`src/rtl/echo_share_arbiter_if.sv`:
```
// Handshake bundle between the requester ports, the arbiter and the shared echo unit.
// The slave modport is the arbiter's view; master is the surrounding environment.
interface echo_share_arbiter_if #(
    parameter int NREQ      = 4,
    parameter int MSG_NBITS = 11
);
    logic [NREQ-1:0]           req_in_val;
    logic [NREQ-1:0]           req_in_rdy;
    logic [NREQ*MSG_NBITS-1:0] req_in_msg;
    logic [NREQ-1:0]           req_out_val;
    logic [NREQ-1:0]           req_out_rdy;
    logic [NREQ*MSG_NBITS-1:0] req_out_msg;
    logic                      unit_send_val;
    logic                      unit_send_rdy;
    logic [MSG_NBITS-1:0]      unit_send_msg;
    logic                      unit_recv_val;
    logic                      unit_recv_rdy;
    logic [MSG_NBITS-1:0]      unit_recv_msg;

    modport slave (
        input  req_in_val, req_in_msg, req_out_rdy,
        input  unit_send_rdy, unit_recv_val, unit_recv_msg,
        output req_in_rdy, req_out_val, req_out_msg,
        output unit_send_val, unit_send_msg, unit_recv_rdy
    );

    modport master (
        output req_in_val, req_in_msg, req_out_rdy,
        output unit_send_rdy, unit_recv_val, unit_recv_msg,
        input  req_in_rdy, req_out_val, req_out_msg,
        input  unit_send_val, unit_send_msg, unit_recv_rdy
    );
endinterface

```
`src/rtl/echo_share_arbiter.sv`:
```
// Round-robin sharing of one in-order echo unit among NREQ requesters, with a tag FIFO routing
// responses back. Define ECHO_SHARE_ARBITER_STATS_EN for per-requester issue and stall counters.
module echo_share_arbiter #(
    parameter int NREQ      = 4,
    parameter int MSG_NBITS = 11,
    parameter int TAG_DEPTH = 4
) (
    input  logic                 clk,
    input  logic                 reset,
    echo_share_arbiter_if.slave  bus
`ifdef ECHO_SHARE_ARBITER_STATS_EN
    ,
    output logic [NREQ*16-1:0]   stat_issue_cnt,
    output logic [15:0]          stat_stall_cnt
`endif
);
    localparam int PW = (NREQ > 1) ? $clog2(NREQ) : 1;
    localparam int AW = $clog2(TAG_DEPTH);
    localparam int CW = AW + 1;

    logic [PW-1:0]        rr_ptr_q, rr_ptr_d;
    logic [AW-1:0]        wr_ptr_q, rd_ptr_q;
    logic [CW-1:0]        occ_q, occ_d;
    logic [PW-1:0]        tag_mem_q [TAG_DEPTH];
    logic [MSG_NBITS-1:0] in_msg [NREQ];

    logic [PW-1:0] grant;
    logic [PW:0]   scan_sum;
    logic          any_cand;
    logic          tag_full, tag_empty;
    logic [PW-1:0] tag_head;
    logic          issue_fire, recv_fire;

    genvar gi;
    generate
        for (gi = 0; gi < NREQ; gi++) begin : g_slices
            assign in_msg[gi] = bus.req_in_msg[gi*MSG_NBITS +: MSG_NBITS];
            assign bus.req_out_msg[gi*MSG_NBITS +: MSG_NBITS] = bus.unit_recv_msg;
        end
    endgenerate

    // Scan offsets from the far end down so the nearest candidate to rr_ptr wins.
    always_comb begin
        grant    = '0;
        any_cand = 1'b0;
        scan_sum = '0;
        for (int k = NREQ - 1; k >= 0; k--) begin
            scan_sum = {1'b0, rr_ptr_q} + (PW+1)'(k);
            if (scan_sum >= (PW+1)'(NREQ))
                scan_sum = scan_sum - (PW+1)'(NREQ);
            if (bus.req_in_val[scan_sum[PW-1:0]]) begin
                grant    = scan_sum[PW-1:0];
                any_cand = 1'b1;
            end
        end
    end

    assign tag_full  = (occ_q == CW'(TAG_DEPTH));
    assign tag_empty = (occ_q == '0);
    assign tag_head  = tag_mem_q[rd_ptr_q];

    assign bus.unit_send_val = reset & any_cand & ~tag_full;
    assign bus.unit_send_msg = any_cand ? in_msg[grant] : '0;
    assign bus.unit_recv_rdy = reset & ~tag_empty & bus.req_out_rdy[tag_head];

    always_comb begin
        bus.req_in_rdy  = '0;
        bus.req_out_val = '0;
        if (reset & any_cand & bus.unit_send_rdy & ~tag_full)
            bus.req_in_rdy[grant] = 1'b1;
        if (reset & bus.unit_recv_val & ~tag_empty)
            bus.req_out_val[tag_head] = 1'b1;
    end

    assign issue_fire = bus.unit_send_val & bus.unit_send_rdy;
    assign recv_fire  = bus.unit_recv_val & bus.unit_recv_rdy;

    always_comb begin
        rr_ptr_d = rr_ptr_q;
        if (issue_fire)
            rr_ptr_d = (grant == PW'(NREQ - 1)) ? '0 : grant + 1'b1;
        occ_d = occ_q;
        if (issue_fire && !recv_fire)
            occ_d = occ_q + 1'b1;
        else if (!issue_fire && recv_fire)
            occ_d = occ_q - 1'b1;
    end

    always_ff @(posedge clk) begin
        if (!reset) begin
            rr_ptr_q <= '0;
            wr_ptr_q <= '0;
            rd_ptr_q <= '0;
            occ_q    <= '0;
        end else begin
            rr_ptr_q <= rr_ptr_d;
            occ_q    <= occ_d;
            if (issue_fire)
                wr_ptr_q <= wr_ptr_q + 1'b1;
            if (recv_fire)
                rd_ptr_q <= rd_ptr_q + 1'b1;
        end
    end

    // Tag storage carries no reset; occupancy alone decides which entries are live.
    always_ff @(posedge clk) begin
        if (issue_fire)
            tag_mem_q[wr_ptr_q] <= grant;
    end

`ifdef ECHO_SHARE_ARBITER_STATS_EN
    logic [15:0] issue_cnt_q [NREQ];
    logic [15:0] stall_cnt_q;

    generate
        for (gi = 0; gi < NREQ; gi++) begin : g_stats
            always_ff @(posedge clk) begin
                if (!reset)
                    issue_cnt_q[gi] <= '0;
                else if (issue_fire && grant == PW'(gi) && issue_cnt_q[gi] != 16'hFFFF)
                    issue_cnt_q[gi] <= issue_cnt_q[gi] + 16'd1;
            end
            assign stat_issue_cnt[gi*16 +: 16] = issue_cnt_q[gi];
        end
    endgenerate

    always_ff @(posedge clk) begin
        if (!reset)
            stall_cnt_q <= '0;
        else if (any_cand && !issue_fire && stall_cnt_q != 16'hFFFF)
            stall_cnt_q <= stall_cnt_q + 16'd1;
    end
    assign stat_stall_cnt = stall_cnt_q;
`endif
endmodule
```
`src/flat_wrapper.sv`:
```
// flat-port wrapper written by rule: the top's interface ports become plain ports
module echo_share_arbiter_flat 
#(
    parameter int NREQ      = 4,
    parameter int MSG_NBITS = 11,
    parameter int TAG_DEPTH = 4
)
  (clk, reset, bus_req_in_val, bus_req_in_msg, bus_req_out_rdy, bus_unit_send_rdy, bus_unit_recv_val, bus_unit_recv_msg, bus_req_in_rdy, bus_req_out_val, bus_req_out_msg, bus_unit_send_val, bus_unit_send_msg, bus_unit_recv_rdy);
  echo_share_arbiter_if #(.NREQ(NREQ), .MSG_NBITS(MSG_NBITS)) bus_i ();
  input  logic clk;
  input  logic reset;
  input wire logic [$bits(bus_i.req_in_val)-1:0] bus_req_in_val;
  input wire logic [$bits(bus_i.req_in_msg)-1:0] bus_req_in_msg;
  input wire logic [$bits(bus_i.req_out_rdy)-1:0] bus_req_out_rdy;
  input wire logic [$bits(bus_i.unit_send_rdy)-1:0] bus_unit_send_rdy;
  input wire logic [$bits(bus_i.unit_recv_val)-1:0] bus_unit_recv_val;
  input wire logic [$bits(bus_i.unit_recv_msg)-1:0] bus_unit_recv_msg;
  output wire logic [$bits(bus_i.req_in_rdy)-1:0] bus_req_in_rdy;
  output wire logic [$bits(bus_i.req_out_val)-1:0] bus_req_out_val;
  output wire logic [$bits(bus_i.req_out_msg)-1:0] bus_req_out_msg;
  output wire logic [$bits(bus_i.unit_send_val)-1:0] bus_unit_send_val;
  output wire logic [$bits(bus_i.unit_send_msg)-1:0] bus_unit_send_msg;
  output wire logic [$bits(bus_i.unit_recv_rdy)-1:0] bus_unit_recv_rdy;
  assign bus_i.req_in_val = bus_req_in_val;
  assign bus_i.req_in_msg = bus_req_in_msg;
  assign bus_i.req_out_rdy = bus_req_out_rdy;
  assign bus_i.unit_send_rdy = bus_unit_send_rdy;
  assign bus_i.unit_recv_val = bus_unit_recv_val;
  assign bus_i.unit_recv_msg = bus_unit_recv_msg;
  assign bus_req_in_rdy = bus_i.req_in_rdy;
  assign bus_req_out_val = bus_i.req_out_val;
  assign bus_req_out_msg = bus_i.req_out_msg;
  assign bus_unit_send_val = bus_i.unit_send_val;
  assign bus_unit_send_msg = bus_i.unit_send_msg;
  assign bus_unit_recv_rdy = bus_i.unit_recv_rdy;
  echo_share_arbiter #(.NREQ(NREQ), .MSG_NBITS(MSG_NBITS), .TAG_DEPTH(TAG_DEPTH)) u_core (.clk(clk), .reset(reset), .bus(bus_i));
endmodule
```
`config.mk`:
```
export PLATFORM = sky130hd
export DESIGN_NAME = echo_share_arbiter_flat
export DESIGN_NICKNAME = d
export VERILOG_FILES = /design/src/rtl/echo_share_arbiter_if.sv /design/src/rtl/echo_share_arbiter.sv /design/src/flat_wrapper.sv
export SDC_FILE = /design/constraint.sdc
export NUM_CORES = 1
export LEC_CHECK = 0
export BUFFER_PORTS_ARGS = -buffer_cell sky130_fd_sc_hd__buf_2
export CAP_MARGIN = 15
export CORE_MARGIN = 10
export CORE_UTILIZATION = 40
export DETAILED_ROUTE_END_ITERATION = 12
export PLACE_DENSITY = 0.78
export SLEW_MARGIN = 5
export SYNTH_ARGS = -nofsm -noshare
export SYNTH_HDL_FRONTEND = slang
export SYNTH_SLANG_ARGS = --single-unit
```
`constraint.sdc`:
```
create_clock -name clk -period 3.32 [get_ports clk]
set_input_delay 0.664 -clock clk [delete_from_list [all_inputs] [get_ports clk]]
set_output_delay 0.664 -clock clk [all_outputs]
set_load 0.02 [all_outputs]
```
* After elaboration in Yosys (flattened, before gate mapping)
Memory sizes are Yosys's and may differ from the RTL's. A register that Yosys moved wholly into a read port is not among the register bits.
Cells that the tools add are included.
** Word-level totals
- Flip-flop bits (word level) :: 9
- Bits in writable memories :: 8
- Memories :: 1
- Output and inout bits :: 65
- Input bits :: 67
** Memory list
- u_core.tag_mem_q :: words 4, bits a word 2, rd ports 1, clocked after memory_dff 1, wr ports 1, RTL line echo_share_arbiter.sv:24 : logic [PW-1:0] tag_mem_q [TAG_DEPTH];
** Cells by class
- Reduce and logical (&&, ||, !) cells :: 8
- Bitwise logic cells :: 13
- Multiplexer cells :: 39
- Order comparisons :: 13
- Equality and inequality tests :: 2
- $add $sub $neg :: 12
** Operators with widths (count)
- 11-bit 2-to-1 mux :: 3
- 11-bit binary-select mux with 2-bit select :: 1
- 2-bit 2-to-1 mux :: 11
- 2-bit by 3-bit < comparator with 1-bit output, second input constant :: 6
- 1-bit 2-to-1 mux :: 13
- 3-bit greater-or-equal comparator, second input constant :: 4
- 1-bit bitwise AND :: 10
- 1-bit binary-select mux with 2-bit select :: 5
- 4-bit 2-to-1 mux :: 2
- 2-bit by 1-bit subtractor with 2-bit output, second input constant :: 4
- 2-bit by 1-bit adder with 2-bit output, second input constant :: 3
- 2-bit by 2-bit adder with 3-bit output, second input constant :: 2
- 3-bit 2-to-1 mux :: 2
- 1-bit demux with 2-bit select :: 2
- 2-bit by 1-bit greater-or-equal comparator with 1-bit output, second input constant :: 2
- 1-bit logical AND :: 4
- 2-bit by 1-bit adder with 3-bit output, second input constant :: 1
- 3-bit by 1-bit adder with 3-bit output, second input constant :: 1
- 3-bit == test, second input constant :: 1
- 2-bit by 3-bit greater-or-equal comparator with 1-bit output, second input constant :: 1
- 3-bit zero test :: 1
- 2-bit inverter with 3-bit output :: 1
- 3-bit by 1-bit subtractor with 3-bit output, second input constant :: 1
- 2-bit == test, second input constant :: 1
- other kinds (3) :: 5

* Longest topological paths before layout
- Depth in word-level cells :: 16
- Mapped depth :: 11

* Worst setup path after synthesis
No wires, ideal clock.
- Kind :: input to register
- From :: input bus_req_in_val[3]
- To :: register u_core.occ_q[2]
- Arrival time :: 2.638 ns
- Setup time :: 0.076 ns
- Path buffers :: 2
- Slack :: 0.607 ns
- Cell stages on the path :: 11
- Path through :: nor2_1 -> nand2_1 -> and4_1 -> clkbuf_1 -> clkbuf_1 -> ha_1 -> inv_1 -> fa_1 -> xor2_1 -> or3_1 -> a21boi_0
** Between the ends
- Cells in the longest elaborated chain, start to end :: 12
- Elaborated cells between the ends (all ways) :: 20
- Those cells by class :: mux (13); bitwise (3); reduce/logical (4)
** Ends and longest elaborated chain
- start, declared :: RTL line flat_wrapper.sv:12 : input wire logic [$bits(bus_i.req_in_val)-1:0] bus_req_in_val;
- 1-bit binary-select mux with 2-bit select :: RTL line echo_share_arbiter.sv:51 : if (bus.req_in_val[scan_sum[PW-1:0]]) begin
- 1-bit 2-to-1 mux (implied by the code) :: RTL line echo_share_arbiter.sv:51
- 1-bit 2-to-1 mux (3 in series) :: RTL line echo_share_arbiter.sv:51
- 1-bit 2-to-1 mux * :: RTL line echo_share_arbiter.sv:51
- 1-bit bitwise AND * (2 in series) :: RTL line echo_share_arbiter.sv:62 : assign bus.unit_send_val = reset & any_cand & ~tag_full;
- 1-bit bitwise AND * :: RTL line echo_share_arbiter.sv:75 : assign issue_fire = bus.unit_send_val & bus.unit_send_rdy;
- named net u_core.issue_fire :: RTL line echo_share_arbiter.sv:32 : logic issue_fire, recv_fire;
- 1-bit zero test :: RTL line echo_share_arbiter.sv:85 : else if (!issue_fire && recv_fire)
- 1-bit logical AND :: RTL line echo_share_arbiter.sv:85
- 2-bit nonzero test (no source line)
- end signal, assigned :: RTL line echo_share_arbiter.sv:94 : occ_q <= '0;
- end signal, assigned :: RTL line echo_share_arbiter.sv:97 : occ_q <= occ_d;
- end, declared :: RTL line echo_share_arbiter.sv:23 : logic [CW-1:0] occ_q, occ_d;
Mark *: on every way through the listed nets, which the timed path passes. The rest lies on a longest branch. The select of a mux whose other input is x is not followed.
A chain may end at the register's enable or synchronous reset.

* Final worst setup path
- From :: input bus_req_in_val[2]
- To :: output bus_unit_send_msg[6]
** Between the ends
- Cells in the longest elaborated chain, start to end :: 11
- Elaborated cells between the ends (all ways) :: 21
- Those cells by class :: mux (20); bitwise (1)
** Ends and longest elaborated chain
- 1-bit binary-select mux with 2-bit select :: RTL line echo_share_arbiter.sv:51
- 1-bit 2-to-1 mux (implied by the code) :: RTL line echo_share_arbiter.sv:51
- 2-bit 2-to-1 mux (4 in series) :: RTL line echo_share_arbiter.sv:51
- 2-bit inverter with 3-bit output (implied by the code) :: RTL line echo_share_arbiter.sv:63 : assign bus.unit_send_msg = any_cand ? in_msg[grant] : '0;
- 11-bit binary-select mux with 2-bit select :: RTL line echo_share_arbiter.sv:63
- 11-bit 2-to-1 mux (implied by the code) (2 in series) :: RTL line echo_share_arbiter.sv:63
- 11-bit 2-to-1 mux * :: RTL line echo_share_arbiter.sv:63
- end, declared :: RTL line flat_wrapper.sv:22 : output wire logic [$bits(bus_i.unit_send_msg)-1:0] bus_unit_send_msg;
Mark *: on every way between the ends. The rest lies on a longest branch, timed or not. The select of a mux whose other input is x is not followed.

==> out/metrics.yaml <==
antenna_found_initial: 0
finalSetupTns_ns: 0
multi_input_area_um2: 875
fin_crit_ns: 2.83
final_common_cell: "buf_2"
io_buffers: 76
dieHeight_um: 85.9
htree_levels: 1
holdPathEnd: "u_core.rd_ptr_q[1]"
synth_top_family_by_area: "buffers and inverters"
gp_congestion: 0.736
vdd_drop_max_mv: 0.199
post-place-ws_ns: 0.487
worst_hold_slack_ns: 0.472
overflow: 0
async_flop_share: 0
hold_depth: 1
final_nets: 293
cts_num_sinks: 19
drv_slew: 0
maxCapViolations: 0
cts_made_buffers: 3
ys_ff_latch: 19
clk_pin_slew_ns: 0.07
final_cell_mix: "76 x buf_2, 30 x mux2i_1, 11 x o22ai_1, 11 x dfxtp_1, 10 x and2_1"
syn_area_mm2: 0.00174
start_util: 0.425
ys_types: 33
grt_usage: 0.0986
setup_viol: 0
coreArea_mm2: 0.00409
cts_hold_buf: 0
synth-simple-area-share: 0.112
drtPass1Iterations: 4
tightest_slew_ns: 0.406
cts_root_buf: "clkbuf_8"
rr_worst_depth: 10
synth-edff-count: 8
outcome: "finished clean"
slowest_delay_ns: 0.37
cts_resized: 0
synth_top_area_share: 0.190
yosysTopAreaCell: "buf_4"
wire_per_inst_um: 14.7
crit_chain: "buf_2, a22o_1, a211oi_4, buf_4, mux2i_1, o22ai_1, buf_2"
cp_top_family: "buffers and inverters"
crit_slowest_cell: "buf_4"
synth_area_leaders: "buf_4 19%, mux2i_1 17%, edfxtp_1 14%"
setup.worst_path.class: "in2out"
p_comb_frac: 0.418
die_x_um: 85.9
ys.flop_type: "dfxtp_1"
yosys_warnings: 0
diodes: 0
p_leak_nw: 0.945
finalClockSkew_ns: 0.000626
crit_buf_inv: 3
seq_power_share: 0.380
fmax_mhz: 353
clkLatencyLatePin_ns: 0.25
synthAdderAreaFrac: 0.0764
power_density_mw_per_mm2: 403
post-cts-setup-buffers: 0
drc: 0
power_switching_mw: 0.263
rsz0062_at_grt: "no"
rows: 23
die-area_mm2: 0.00738
reg2reg_to: "u_core.occ_q[2]"
layoutNonFillerInstCount: 265
area_growth_pct: 8.29
grt_pass1_vias: 1344
postRouteAntennaNets: 0
crit_fanout: 22
drive_gt1_frac: 0.405
synth_xor_area_frac: 0.0151
arrival_ns: 2.17
nFillCells: 398
dpl.hpwl_um: 3330
ys_seq_area_frac: 0.265
synth-compound-area-share: 0.102
syn_nets: 259
switching_share: 0.347
via_count: 1275
grt_first_pass_wirelength_um: 6330
synth_area_per_cell_um2: 9.54
clockBufferDepth: 2
worst_setup_path_end_kind: "primary output"
reg2reg_setup_slack_ns: 0.52
tritoncts: "done"
wl_um: 3890
dp.cells: 261
hold_start: "u_core.rd_ptr_q[1]"
finalCritPeriodShare: 0.853
p_int_mw: 0.495
path_common_cell: "buf_2"
area.sequential_um2: 460
slew_headroom: 0.729
finalWorstSetupSlack_ns: 0.488
power_mw: 0.758
hp-class: "reg2reg"
clockPowerShare: 0.202
crit_path_start_kind: "input pin"
grt_max_degree: 23
hold_violations: 0
synth_cells: 182
drtIter0Drc: 41
num_io_pins: 132
cp.required_ns: 2.66
synth.area.mux_share: 0.199
via_per_inst: 4.81
## worst max path at each step
stage | start | endpoint | slack [ns] | cells past startpoint
floorplan | bus_req_in_val[3] | u_core.occ_q[2] | 0.61 | 11
global placement | bus_req_in_val[2] | bus_unit_send_msg[8] | 0.52 | 7
detailed placement | bus_req_in_val[2] | bus_unit_send_msg[5] | 0.49 | 7
CTS | bus_req_in_val[2] | bus_unit_send_msg[5] | 0.49 | 7
global route | register | u_core.occ_q[2] | 0.31 | 10
finish | bus_req_in_val[2] | bus_unit_send_msg[6] | 0.49 | 7
## area by class of cell
type,count,share of cell area
Tap cell,50,0.0333
Clock buffer,3,0.0220
Sequential cell,19,0.245
Inverter,7,0.0140
Multi-Input combinational cell,105,0.465
Clock inverter,1,0.00266
Timing Repair Buffer,80,0.218
## metal layers
| layer | part of all wire | GRT usage | vias up |
|---|---|---|---|
| li1 | - | - | 655 |
| met1 | 0.39 | 0.108 | 584 |
| met2 | 0.55 | 0.176 | 34 |
| met3 | 0.053 | 0.0237 | 2 |
| met4 | 0.0069 | 0.0419 | 0 |
| met5 | 0 | 0 | - |
## logic make-up after synthesis
logic type      after synthesis
xor+xnor                      3
flops                        19
mux                          32
simple gates                 36
buf+inv                      58
compound gates               24
fa+ha+maj                    10
## cell usage after synthesis, drive strengths merged, types with 2 or more instances
cell type / n
a21oi: 3
and2: 10
and3: 3
buf: 46
clkbuf: 5
dfxtp: 11
edfxtp: 8
ha: 9
inv: 7
mux2i: 30
mux4: 2
nand2: 8
nand2b: 3
nor2: 6
nor2b: 3
o21ai: 2
o22ai: 11
o311a: 2
xnor2: 2
## per-stage QoR
stage	cell area (um2)	utilization
2_1_floorplan	1740	-
3_3_place_gp	1830	0.449
3_5_place_dp	1830	0.449
4_1_cts	1880	0.460
5_1_grt	1880	0.460
6_report	1880	0.460
## power groups by stage
stage	registers (mW)	clock network [mW]	logic [mW]
after floorplan	0.287	0	0.306
after global placement	0.292	0	0.315
after detailed placement	0.293	0	0.320
after CTS	0.288	0.157	0.321
after global routing	0.292	0.167	0.351
final	0.288	0.153	0.317
No activity file was read; power rests on OpenSTA's default activity.
